<file path="config.mk">
export PLATFORM = sky130hd
export DESIGN_NAME = audioadc_cic_decim
export DESIGN_NICKNAME = d
export VERILOG_FILES = /design/src/rtl/audioadc_cic_decim_pkg.sv /design/src/rtl/audioadc_cic_comb.sv /design/src/rtl/audioadc_cic_decim.sv
export SDC_FILE = /design/constraint.sdc
export NUM_CORES = 1
export LEC_CHECK = 0
export ABC_AREA = 1
export BUFFER_PORTS_ARGS = -buffer_cell sky130_fd_sc_hd__buf_2
export CORE_MARGIN = 1.5
export CORE_UTILIZATION = 27
export DETAILED_ROUTE_END_ITERATION = 12
export GPL_TIMING_DRIVEN = 0
export PLACE_DENSITY = 0.42
export SYNTH_ARGS = -nofsm -noshare
export SYNTH_HDL_FRONTEND = slang
export SYNTH_SLANG_ARGS = --single-unit
export TNS_END_PERCENT = 30
</file>
<file path="constraint.sdc">
create_clock -name clk_i -period 9.6 [get_ports clk_i]
set_clock_uncertainty 0.2 [all_clocks]
set_input_delay 0.48 -clock clk_i [delete_from_list [all_inputs] [get_ports clk_i]]
set_output_delay 0.48 -clock clk_i [all_outputs]
set_load 0.01 [all_outputs]
</file>
<file path="src/rtl/audioadc_cic_decim_pkg.sv">
// -----------------------------------------------------------------------------
// audioadc_cic_decim_pkg
//   Shared constants and helpers for the receive-side CIC decimator.
//   The OSR code encoding and decimation-counter reload values are the same
//   ones used by the DAC modulator, so a loopback needs no translation.
//
//   Contents:
//     CIC_ORDER, ACC_W, SAMPLE_W, SETTLE_CNT   filter geometry
//     osr_e                                    OSR code (0=32 .. 3=256)
//     CTR_OSR*                                 dec_ctr reload values (R-1)
//     OFFSET_ZERO                              offset-binary zero
//     osr_reload(), osr_shift()                per-OSR reload / output shift
// -----------------------------------------------------------------------------
package audioadc_cic_decim_pkg;

    localparam int CIC_ORDER  = 3;
    // 3 stages * log2(256) bits of growth + 1 input bit + 1 sign bit.
    localparam int ACC_W      = 26;
    localparam int SAMPLE_W   = 16;
    localparam int SETTLE_CNT = 3;
    localparam int SETTLE_W   = 2;
    localparam int CTR_W      = 8;

    typedef enum logic [1:0] {
        OSR32  = 2'd0,
        OSR64  = 2'd1,
        OSR128 = 2'd2,
        OSR256 = 2'd3
    } osr_e;

    localparam logic [CTR_W-1:0] CTR_OSR32  = 8'd31;
    localparam logic [CTR_W-1:0] CTR_OSR64  = 8'd63;
    localparam logic [CTR_W-1:0] CTR_OSR128 = 8'd127;
    localparam logic [CTR_W-1:0] CTR_OSR256 = 8'd255;

    localparam logic [SAMPLE_W-1:0] OFFSET_ZERO   = 16'h8000;
    localparam logic [SETTLE_W-1:0] SETTLE_RELOAD = SETTLE_W'(SETTLE_CNT);

    // Frame length minus one for a given OSR code.
    function automatic logic [CTR_W-1:0] osr_reload(input osr_e osr);
        logic [CTR_W-1:0] r;
        case (osr)
            OSR32:   r = CTR_OSR32;
            OSR64:   r = CTR_OSR64;
            OSR128:  r = CTR_OSR128;
            default: r = CTR_OSR256;
        endcase
        return r;
    endfunction

    // Comb output spans +/-R^3 = +/-2^(3k); shifting by 3k-15 maps it onto
    // a 16-bit signed range (only +R^3 then needs saturation).
    function automatic logic [3:0] osr_shift(input osr_e osr);
        logic [3:0] s;
        case (osr)
            OSR32:   s = 4'd0;
            OSR64:   s = 4'd3;
            OSR128:  s = 4'd6;
            default: s = 4'd9;
        endcase
        return s;
    endfunction

endpackage

</file>
<file path="src/rtl/audioadc_cic_comb.sv">
// -----------------------------------------------------------------------------
// audioadc_cic_comb
//   Comb half of the 3rd-order CIC decimator plus output formatting:
//   three differentiators evaluated once per frame, arithmetic scaling shift,
//   saturation to 16-bit signed, and conversion to offset-binary.
//
//   Ports:
//     clk, rst_n   clock, asynchronous active-low reset
//     clear        synchronous clear of the comb delays (sample holds)
//     strobe       decimation boundary: evaluate combs, register sample
//     osr          OSR of the frame that just ended (selects the shift)
//     integ        last integrator output (modulo 2^ACC_W)
//     sample       registered offset-binary sample
// -----------------------------------------------------------------------------
module audioadc_cic_comb
    import audioadc_cic_decim_pkg::*;
(
    input  logic                clk,
    input  logic                rst_n,
    input  logic                clear,
    input  logic                strobe,
    input  osr_e                osr,
    input  logic [ACC_W-1:0]    integ,
    output logic [SAMPLE_W-1:0] sample
);

    localparam logic signed [ACC_W-1:0] SAT_MAX = ACC_W'(32'sd32767);
    localparam logic signed [ACC_W-1:0] SAT_MIN = ACC_W'(-32'sd32768);

    logic [ACC_W-1:0]        d1, d2, d3;
    logic [ACC_W-1:0]        c1, c2, c3;
    logic signed [ACC_W-1:0] scaled;
    logic [SAMPLE_W-1:0]     sat;
    logic [SAMPLE_W-1:0]     uint_val;

    // Differences are taken modulo 2^ACC_W; integrator wrap-around cancels
    // here because the true comb output always fits in ACC_W bits.
    always_comb begin
        c1     = integ - d1;
        c2     = c1 - d2;
        c3     = c2 - d3;
        scaled = $signed(c3) >>> osr_shift(osr);
        if (scaled > SAT_MAX) begin
            sat = 16'h7FFF;
        end else if (scaled < SAT_MIN) begin
            sat = 16'h8000;
        end else begin
            sat = scaled[SAMPLE_W-1:0];
        end
        uint_val = {~sat[SAMPLE_W-1], sat[SAMPLE_W-2:0]};
    end

    always_ff @(posedge clk or negedge rst_n) begin
        if (!rst_n) begin
            d1     <= '0;
            d2     <= '0;
            d3     <= '0;
            sample <= OFFSET_ZERO;
        end else if (clear) begin
            d1 <= '0;
            d2 <= '0;
            d3 <= '0;
        end else if (strobe) begin
            d1     <= integ;
            d2     <= c1;
            d3     <= c2;
            sample <= uint_val;
        end
    end

endmodule

</file>
<file path="src/rtl/audioadc_cic_decim.sv">
// -----------------------------------------------------------------------------
// audioadc_cic_decim
//   Receive side of the audio delta-sigma path: 1-bit bitstream in,
//   3rd-order CIC decimation, 16-bit offset-binary samples out to the RX FIFO.
//
//   Ports:
//     clk_i        modulator-rate clock, one bitstream bit per cycle
//     rst_n_i      asynchronous active-low reset
//     ds_i         bitstream bit (1 -> +1, 0 -> -1)
//     enable_i     0 holds the filter cleared (sample_o / overrun_o hold)
//     osr_i        OSR code 0=32 1=64 2=128 3=256, latched at frame boundaries
//     fifo_full_i  RX FIFO full
//     sample_o     last decimated sample, offset-binary
//     sample_wr_o  one-cycle write strobe to the FIFO
//     overrun_o    sticky: a sample was dropped because the FIFO was full
//     ovr_clr_i    synchronous clear of overrun_o (a new overrun wins)
//
//   Handshake: sample_wr_o is a plain write strobe with no back-pressure.
//   A sample is offered for exactly the cycle after its frame boundary; if
//   fifo_full_i is high in that cycle the strobe is suppressed, the sample is
//   lost and overrun_o is set. The filter never stalls.
// -----------------------------------------------------------------------------
module audioadc_cic_decim
    import audioadc_cic_decim_pkg::*;
(
    input  logic        clk_i,
    input  logic        rst_n_i,
    input  logic        ds_i,
    input  logic        enable_i,
    input  logic [1:0]  osr_i,
    input  logic        fifo_full_i,
    output logic [15:0] sample_o,
    output logic        sample_wr_o,
    output logic        overrun_o,
    input  logic        ovr_clr_i
);

    localparam logic [ACC_W-1:0] STEP_UP = ACC_W'(1);
    localparam logic [ACC_W-1:0] STEP_DN = {ACC_W{1'b1}};

    logic [CTR_W-1:0]    dec_ctr;
    logic [ACC_W-1:0]    i1, i2, i3;
    logic [SETTLE_W-1:0] settle_ctr;
    osr_e                osr_q;
    osr_e                osr_in;
    logic                boundary;
    logic                osr_changed;
    logic                wr_q;
    logic                overrun_q;

    assign osr_in      = osr_e'(osr_i);
    assign boundary    = enable_i && (dec_ctr == '0);
    assign osr_changed = (osr_in != osr_q);

    // Counter, integrators, OSR latch and settling.
    // The frame that starts at a boundary is timed by the OSR latched at that
    // same boundary, while the comb scales by osr_q, i.e. the OSR that timed
    // the frame just ended. A change therefore never mixes frame lengths
    // within the samples that settling lets through.
    always_ff @(posedge clk_i or negedge rst_n_i) begin
        if (!rst_n_i) begin
            dec_ctr    <= '0;
            i1         <= '0;
            i2         <= '0;
            i3         <= '0;
            settle_ctr <= SETTLE_RELOAD;
            osr_q      <= OSR32;
            wr_q       <= 1'b0;
        end else if (!enable_i) begin
            dec_ctr    <= '0;
            i1         <= '0;
            i2         <= '0;
            i3         <= '0;
            settle_ctr <= SETTLE_RELOAD;
            osr_q      <= OSR32;
            wr_q       <= 1'b0;
        end else begin
            dec_ctr <= boundary ? osr_reload(osr_in) : dec_ctr - CTR_W'(1);
            // Registered cascade: each stage adds the previous stage's old value.
            i1 <= i1 + (ds_i ? STEP_UP : STEP_DN);
            i2 <= i2 + i1;
            i3 <= i3 + i2;
            if (boundary) begin
                osr_q <= osr_in;
                if (osr_changed) begin
                    settle_ctr <= SETTLE_RELOAD;
                    wr_q       <= 1'b0;
                end else if (settle_ctr != '0) begin
                    settle_ctr <= settle_ctr - SETTLE_W'(1);
                    wr_q       <= 1'b0;
                end else begin
                    wr_q <= 1'b1;
                end
            end else begin
                wr_q <= 1'b0;
            end
        end
    end

    // Sticky overrun; a drop in the same cycle as a clear keeps it set.
    always_ff @(posedge clk_i or negedge rst_n_i) begin
        if (!rst_n_i) begin
            overrun_q <= 1'b0;
        end else if (wr_q && fifo_full_i) begin
            overrun_q <= 1'b1;
        end else if (ovr_clr_i) begin
            overrun_q <= 1'b0;
        end
    end

    assign sample_wr_o = wr_q && !fifo_full_i;
    assign overrun_o   = overrun_q;

    audioadc_cic_comb u_comb (
        .clk    (clk_i),
        .rst_n  (rst_n_i),
        .clear  (!enable_i),
        .strobe (boundary),
        .osr    (osr_q),
        .integ  (i3),
        .sample (sample_o)
    );

endmodule

</file>
==> results by group, run 1 <==
Final layout
  – Layout cells sized above 1: 6.817%
  – Antenna Cells: 0
  – Post-route cell area: 16370 µm²
  – Synthesis-to-finish area growth: 11.36%
  – Nets: 2194

STA
  – Worst slew pin tran: 0.9407 ns
  – Rel. slew slack: 37.22%
  – Final number of setup-violating endpoints: 0
  – Setup TNS: 0 ns
  – Max-slew violation count: 0
  – Fmax: 132.4 MHz
  – RSZ-0062 raised after global routing: no
  – Final Cycle Share: 78.71%
  – Final hold vios: 0
  – Fin crit period: 7.556 ns

Clocking
  – CTS tree: built
  – CTS Sinks: 186
  – Worst-path clk slew: 0.08 ns
  – Clock root buffer: clkbuf_16
  – Clock buffer count from CTS: 17
  – Postcts setup bufs: 0
  – Worst-skew pair later-pin latency: 0.47 ns
  – Clk buf depth: 2
  – H-tree depth: 4

Synth
  – Commonest cells post-synth: nand2_1 (453), inv_1 (224), o21ai_0 (187), dfrtp_1 (183), a21oi_1 (174)
  – FF+latch count, synth: 186
  – Synth top area cells: dfrtp_1 (31%), ha_1 (13%), nand2_1 (12%)
  – Yosys cell types: 57
  – Sequential area share after synthesis: 31.70%
  – EDFF count, synth: 0
  – Yosys warning total: 0
  – Ys async rst share: 100.0%
  – Post-Syn Nets: 2146
  – Most frequent cell after synthesis: nand2_1
  – Post-synthesis instance total: 1978
  – Post-synth top area share: 31.16%
  – Cell taking the most area after synthesis: dfrtp_1
  – Post-synthesis cell area: 14700 µm²
  – Most used flip-flop cell after synthesis: dfrtp_1
  – Avg Inst Size Synth: 7.430 µm²

Route
  – DRT antenna net count: 0
  – Drt via density: 4.697
  – Pre-antenna DRT Iters: 7
  – WL per Instance: 14.53 µm
  – Final wirelength: 39730 µm
  – Initial drt markers: 557
  – Routed vias: 12850
  – DRC Markers: 0

Global routing
  – Initial antenna violation count: 0
  – GRT overflow: 0
  – Largest net degree at the start of global routing: 109
  – GRT Total Usage: 14.67%
  – First-pass GRT wire length: 66030 µm
  – Vias in the first global route: 12930

Die
  – FP Rows: 85
  – Initial Util: 27.31%
  – Die X: 236.3 µm
  – Full die area: 55840 µm²
  – Floorplan core area: 53810 µm²
  – Die H: 236.3 µm
  – I/O pin cnt: 26

Placed design
  – Port Buf Inserts: 25
  – Final HPWL DP: 31920 µm
  – Placed inst area: 15760 µm²
  – RePlAce Congestion: 0.8518

Critical path
  – Worst Path Arrival: 7.71 ns
  – CP max FO: 10
  – CP dominant cell by count: nand2_1
  – R2R Path Start: i3[0]$_DFF_PN0_
  – CP max-delay cell: fa_1
  – Worst path max stage delay: 0.46 ns
  – Critical path class: flop to flop
  – Critical path startpoint: i3[0]$_DFF_PN0_
  – Critical Path Source Type: flop
  – WP data required: 9.75 ns
  – FF-to-FF path depth: 47
  – Worst R2R Setup Slack: 2.04 ns
  – Worst setup EP type: flop
  – Reg2Reg Capture Point: u_comb.sample[6]$_DFFE_PN0P_

Outcome
  – Status: finished, final reports clean

Worst hold path
  – Critical hold path startpoint: fifo_full_i
  – Hold EP: overrun_o$_DFFE_PN0P_
  – Hold Crit Depth: 3
  – Hold Crit Class: input pin to flop

Flow run
  – Maxcap violations: 0
-- per-stage QoR --
| step | hold WS [ns] | util, % | worst slack (ns) | std cells |
|---|---|---|---|---|
| after floorplan | -0.01559 | - | 3.431 | 1978 |
| after global placement | 0.2453 | 29.16 | 1.862 | 2699 |
| after detailed placement | 0.1138 | 29.28 | 1.960 | 2701 |
| after CTS | 0.03870 | 30.41 | 1.898 | 2735 |
| after global routing | 0.06820 | 30.41 | 1.281 | 2735 |
| final | 0.05840 | 30.41 | 2.044 | 2735 |
-- state kept, by name, summed over array words and instances, names as in the netlist --
name,cells
i1,26
i2,26
i3,26
u_comb.d1,26
u_comb.d2,26
u_comb.d3,26
u_comb.sample,16
dec_ctr,8
osr_q,2
settle_ctr,2
overrun_o,1
wr_q,1
-- how the worst max path moves through the flow --
stage / to
finish: u_comb.sample[6]$_DFFE_PN0P_
global route: u_comb.sample[6]$_DFFE_PN0P_
detailed placement: u_comb.sample[6]$_DFFE_PN0P_
global placement: u_comb.sample[6]$_DFFE_PN0P_
CTS: u_comb.sample[6]$_DFFE_PN0P_
floorplan: u_comb.sample[14]$_DFFE_PN0P_
-- metal layers --
| metal | vias up | GRT usage [%] | wire, µm |
|---|---|---|---|
| met2 | 107 | 25.59 | 19220 |
| met4 | 0 | 4.118 | 807 |
| met1 | 5979 | 18.64 | 18960 |
| met5 | - | 0 | 0 |
| li1 | 6719 | - | - |
| met3 | 40 | 2.294 | 743 |
-- what timing repair did --
item / in CTS / in global routing
resized for setup: 0 / 0
hold endpoints to repair: 12 / 0
hold buffers: 2 / 0
-- layout by cell type (no fill, tap or decap), drive strengths merged, types with 8 or more instances in the layout --
cell type / synthesis / routed
a21boi: 9 / 9
a21o: 24 / 24
a21oi: 178 / 178
a31oi: 13 / 13
buf: 12 / 39
clkbuf: 32 / 50
clkinv: 4 / 8
dfrtp: 183 / 183
ha: 154 / 154
inv: 232 / 238
nand2: 474 / 474
nand3: 118 / 118
nand4: 9 / 9
nor2: 138 / 138
nor3: 12 / 12
o21ai: 202 / 202
o21bai: 11 / 11
o22ai: 16 / 16
xnor2: 43 / 43
xor2: 57 / 57
-- worst max-delay path, delay by kind of cell (launching register included) --
family	cells	cell delay, ns
AOI/OAI and AO/OA	11	1.94
xor gates and xnor gates	2	0.45
adders and majority gates	4	1.38
buffers and inverters	7	0.69
DFF	1	0.43
and+or+nand+nor	23	2.33
-- kinds of logic (layout without fill, tap and decap cells) --
kind of cell	Yosys count	in the layout	share of synthesized area [%]
xor+xnor	100	100	5.959
fa+ha+maj	160	160	13.93
flops	186	186	31.70
compound gates	483	483	18.46
buf+inv	280	341	7.415
mux	4	4	0.2724
simple gates	765	765	22.27
-- layout make-up --
type / count / area (µm²)
inverter: 236 / 888.4
sequential: 186 / 4658
clock buffer: 18 / 429.2
buffer: 44 / 201.4
multi-input combinational: 1512 / 8949
fill: 5833 / 37450
timing repair buffer: 29 / 210.2
tap: 696 / 870.8
clock inverter: 14 / 158.9
Power of run 1 is not shown: default switching activity piles up to over one toggle a cycle in this logic, so the estimate is an artifact.
==> inputs of run 2 (changes only) <==
PLACE_DENSITY = 0.43   (was 0.42)
clock period = 6.35 ns   (was 9.6 ns; I/O delays follow)
==> results by group, run 2 (synthesis gave the netlist of run 1 again) <==
STA
  – Hold_ws: 0.03550 ns (-0.02290 ns)
  – Final WS setup: -0.2902 ns (-2.334 ns)
  – RSZ-0062 raised after global routing: yes
  – Rel. slew slack: 36.75% (-0.47 points)
  – Final number of setup-violating endpoints: 15 (+15)
  – Worst slew pin tran: 0.9477 ns (+0.006980 ns)
  – Fin crit period: 6.640 ns (-0.9155 ns)
  – Fmax: 150.6 MHz (+14%)
  – Final Cycle Share: 104.6% (+26 points)
  – Max-slew violation count: 0 (unchanged)
  – Final hold vios: 0 (unchanged)

Placed design
  – Final HPWL DP: 31230 µm (-2.2%)
  – Port Buf Inserts: 25 (unchanged)
  – RePlAce Congestion: 0.8692 (+2.0%)
  – Placed inst area: 15730 µm² (-0.17%)

Die
  – I/O pin cnt: 26 (unchanged)
  – Full die area: 55840 µm² (unchanged)
  – Floorplan core area: 53810 µm² (unchanged)
  – Die X: 236.3 µm (unchanged)
  – FP Rows: 85 (unchanged)
  – Die H: 236.3 µm (unchanged)
  – Initial Util: 27.31% (unchanged)

Route
  – DRC Markers: 0 (unchanged)
  – Pre-antenna DRT Iters: 5 (-2)
  – Routed vias: 13060 (+1.6%)
  – Final wirelength: 40630 µm (+2.3%)
  – Drt via density: 4.688 (-0.19%)
  – WL per Instance: 14.59 µm (+0.42%)
  – Initial drt markers: 550 (-1.3%)
  – DRT antenna net count: 0 (unchanged)

Clocking
  – CTS Sinks: 186 (unchanged)
  – CTS tree: built
  – Worst-skew pair later-pin latency: 0.48 ns (about the same)
  – Clock root buffer: clkbuf_16
  – Clk buf depth: 2 (unchanged)
  – Clock buffer count from CTS: 17 (unchanged)
  – H-tree depth: 4 (unchanged)
  – Worst-path clk slew: 0.08 ns (about the same)

Global routing
  – GRT Total Usage: 15.06% (+0.39 points)
  – GRT overflow: 0 (unchanged)
  – First-pass GRT wire length: 68070 µm (+3.1%)
  – Initial antenna violation count: 0 (unchanged)
  – Largest net degree at the start of global routing: 110 (+0.92%)
  – Vias in the first global route: 13330 (+3.1%)

Critical path
  – Worst Path Arrival: 6.85 ns (-0.86 ns)
  – Buf/Inv on CP: 15 (+8)
  – Worst path max stage delay: 0.42 ns (-0.04 ns)
  – CP top delay family: simple AND/OR/NAND/NOR gates
  – CP max FO: 6 (-4)
  – CP max-delay cell: dfrtp_2
  – Worst setup EP type: flop
  – Critical Path Source Type: flop
  – WP data required: 6.56 ns (-3.19 ns)
  – Critical path class: flop to flop
  – CP dominant cell by count: buf_4

Final layout
  – Final-layout fill cell count: 5745 (-1.5%)
  – Layout cells sized above 1: 14.46% (+7.6 points)
  – Most frequent cells in the layout: nand2_1 (432), inv_1 (217), dfrtp_1 (180)
  – Antenna Cells: 0 (unchanged)
  – Nets: 2244 (+2.3%)
  – Most common cell after layout, fill and taps aside: nand2_1
  – Synthesis-to-finish area growth: 19.54%
  – Post-route cell area: 17570 µm² (+7.3%)

Outcome
  – Failing checks: negative setup slack
  – Status: finished, violations left

Flow run
  – Maxcap violations: 0 (unchanged)

Worst hold path
  – Hold Crit Class: input pin to flop
==> run 2: cell count changes in the layout (fill, tap and decap cells not counted), moves of 8 or more <==
| cell | delta |
|---|---|
| xor2_1 | -8 |
| nand2_2 | +16 |
| o21ai_0 | -8 |
| ha_1 | -20 |
| buf_4 | +39 |
| a21oi_2 | +15 |
| nand2_1 | -21 |
| ha_4 | +13 |
| a21oi_1 | -15 |
| nand3_2 | +10 |
| nand3_1 | -14 |
==> run 2: timing repair <==
item | 4_1_cts | 5_1_grt
setup endpoints to repair | 16 | 15
gates resized for setup | 79 | 78
setup buffers | 38 | 7
hold endpoints to repair | 80 | 0
pin swaps | 25 | 50
gates cloned | 2 | 0
hold buffers | 6 | 0
==> run 2: final timing paths <==
| kind | start | end | slack [ns] | cells after the start |
|---|---|---|---|---|
| max in group asynchronous | rst_n_i | i3[0]$_DFF_PN0_ | 4.70 | 3 |
| min in group asynchronous | rst_n_i | u_comb.d3[21]$_DFFE_PN0P_ | 0.20 | 2 |
| setup / recovery | i3[0]$_DFF_PN0_ | u_comb.sample[8]$_DFFE_PN0P_ | -0.29 | 49 |
| hold / removal | ds_i | i1[1]$_DFF_PN0_ | 0.04 | 3 |
| hold reg to reg | dec_ctr[0]$_DFF_PN0_ | dec_ctr[0]$_DFF_PN0_ | 0.25 | 1 |
| setup reg to reg | i3[0]$_DFF_PN0_ | u_comb.sample[8]$_DFFE_PN0P_ | -0.29 | 49 |
==> run 2: area by class of cell <==
type                       instances  area [µm²]  share of cell area [%]
buffer                            44       201.4                   1.147
clock buffer                      20       456.7                   2.600
clock inverter                    12       136.4                  0.7763
inverter                         236       895.9                   5.099
multi-input combinational       1512        9676                   55.07
sequential                       186        4662                   26.54
tap                              696       870.8                   4.957
timing repair buffer              79       669.4                   3.810
==> run 2: metal layers <==
| metal | up-vias | part of all wire, % | global-route usage, % |
|---|---|---|---|
| li1 | 6783 | - | - |
| met1 | 6129 | 48 | 19.24 |
| met2 | 102 | 49 | 26.22 |
| met3 | 41 | 1.5 | 2.130 |
| met4 | 0 | 1.7 | 4.371 |
| met5 | - | 0 | 0 |
==> run 2: metrics by stage <==
step | TNS, ns | std cells | setup slack, ns | utilization (%)
final | -3.771 | 2785 | -0.2902 | 32.65
after global routing | -8.896 | 2785 | -0.6305 | 32.65
after CTS | -3.469 | 2778 | -0.2803 | 31.88
after detailed placement | -19.67 | 2700 | -1.346 | 29.23
after global placement | -20.49 | 2699 | -1.390 | 29.16
after floorplan | 0 | 1978 | 0.1810 | -
==> run 2: worst reg2reg max path: cells and delay by family, from the launching register on <==
kind | cells | cell delay (ns)
simple gates | 22 | 2.04
buf+inv | 15 | 1.73
compound gates | 8 | 1.14
fa+ha+maj | 3 | 0.81
flops | 1 | 0.42
xor+xnor | 1 | 0.24
Power of run 2 is left out for the same reason.
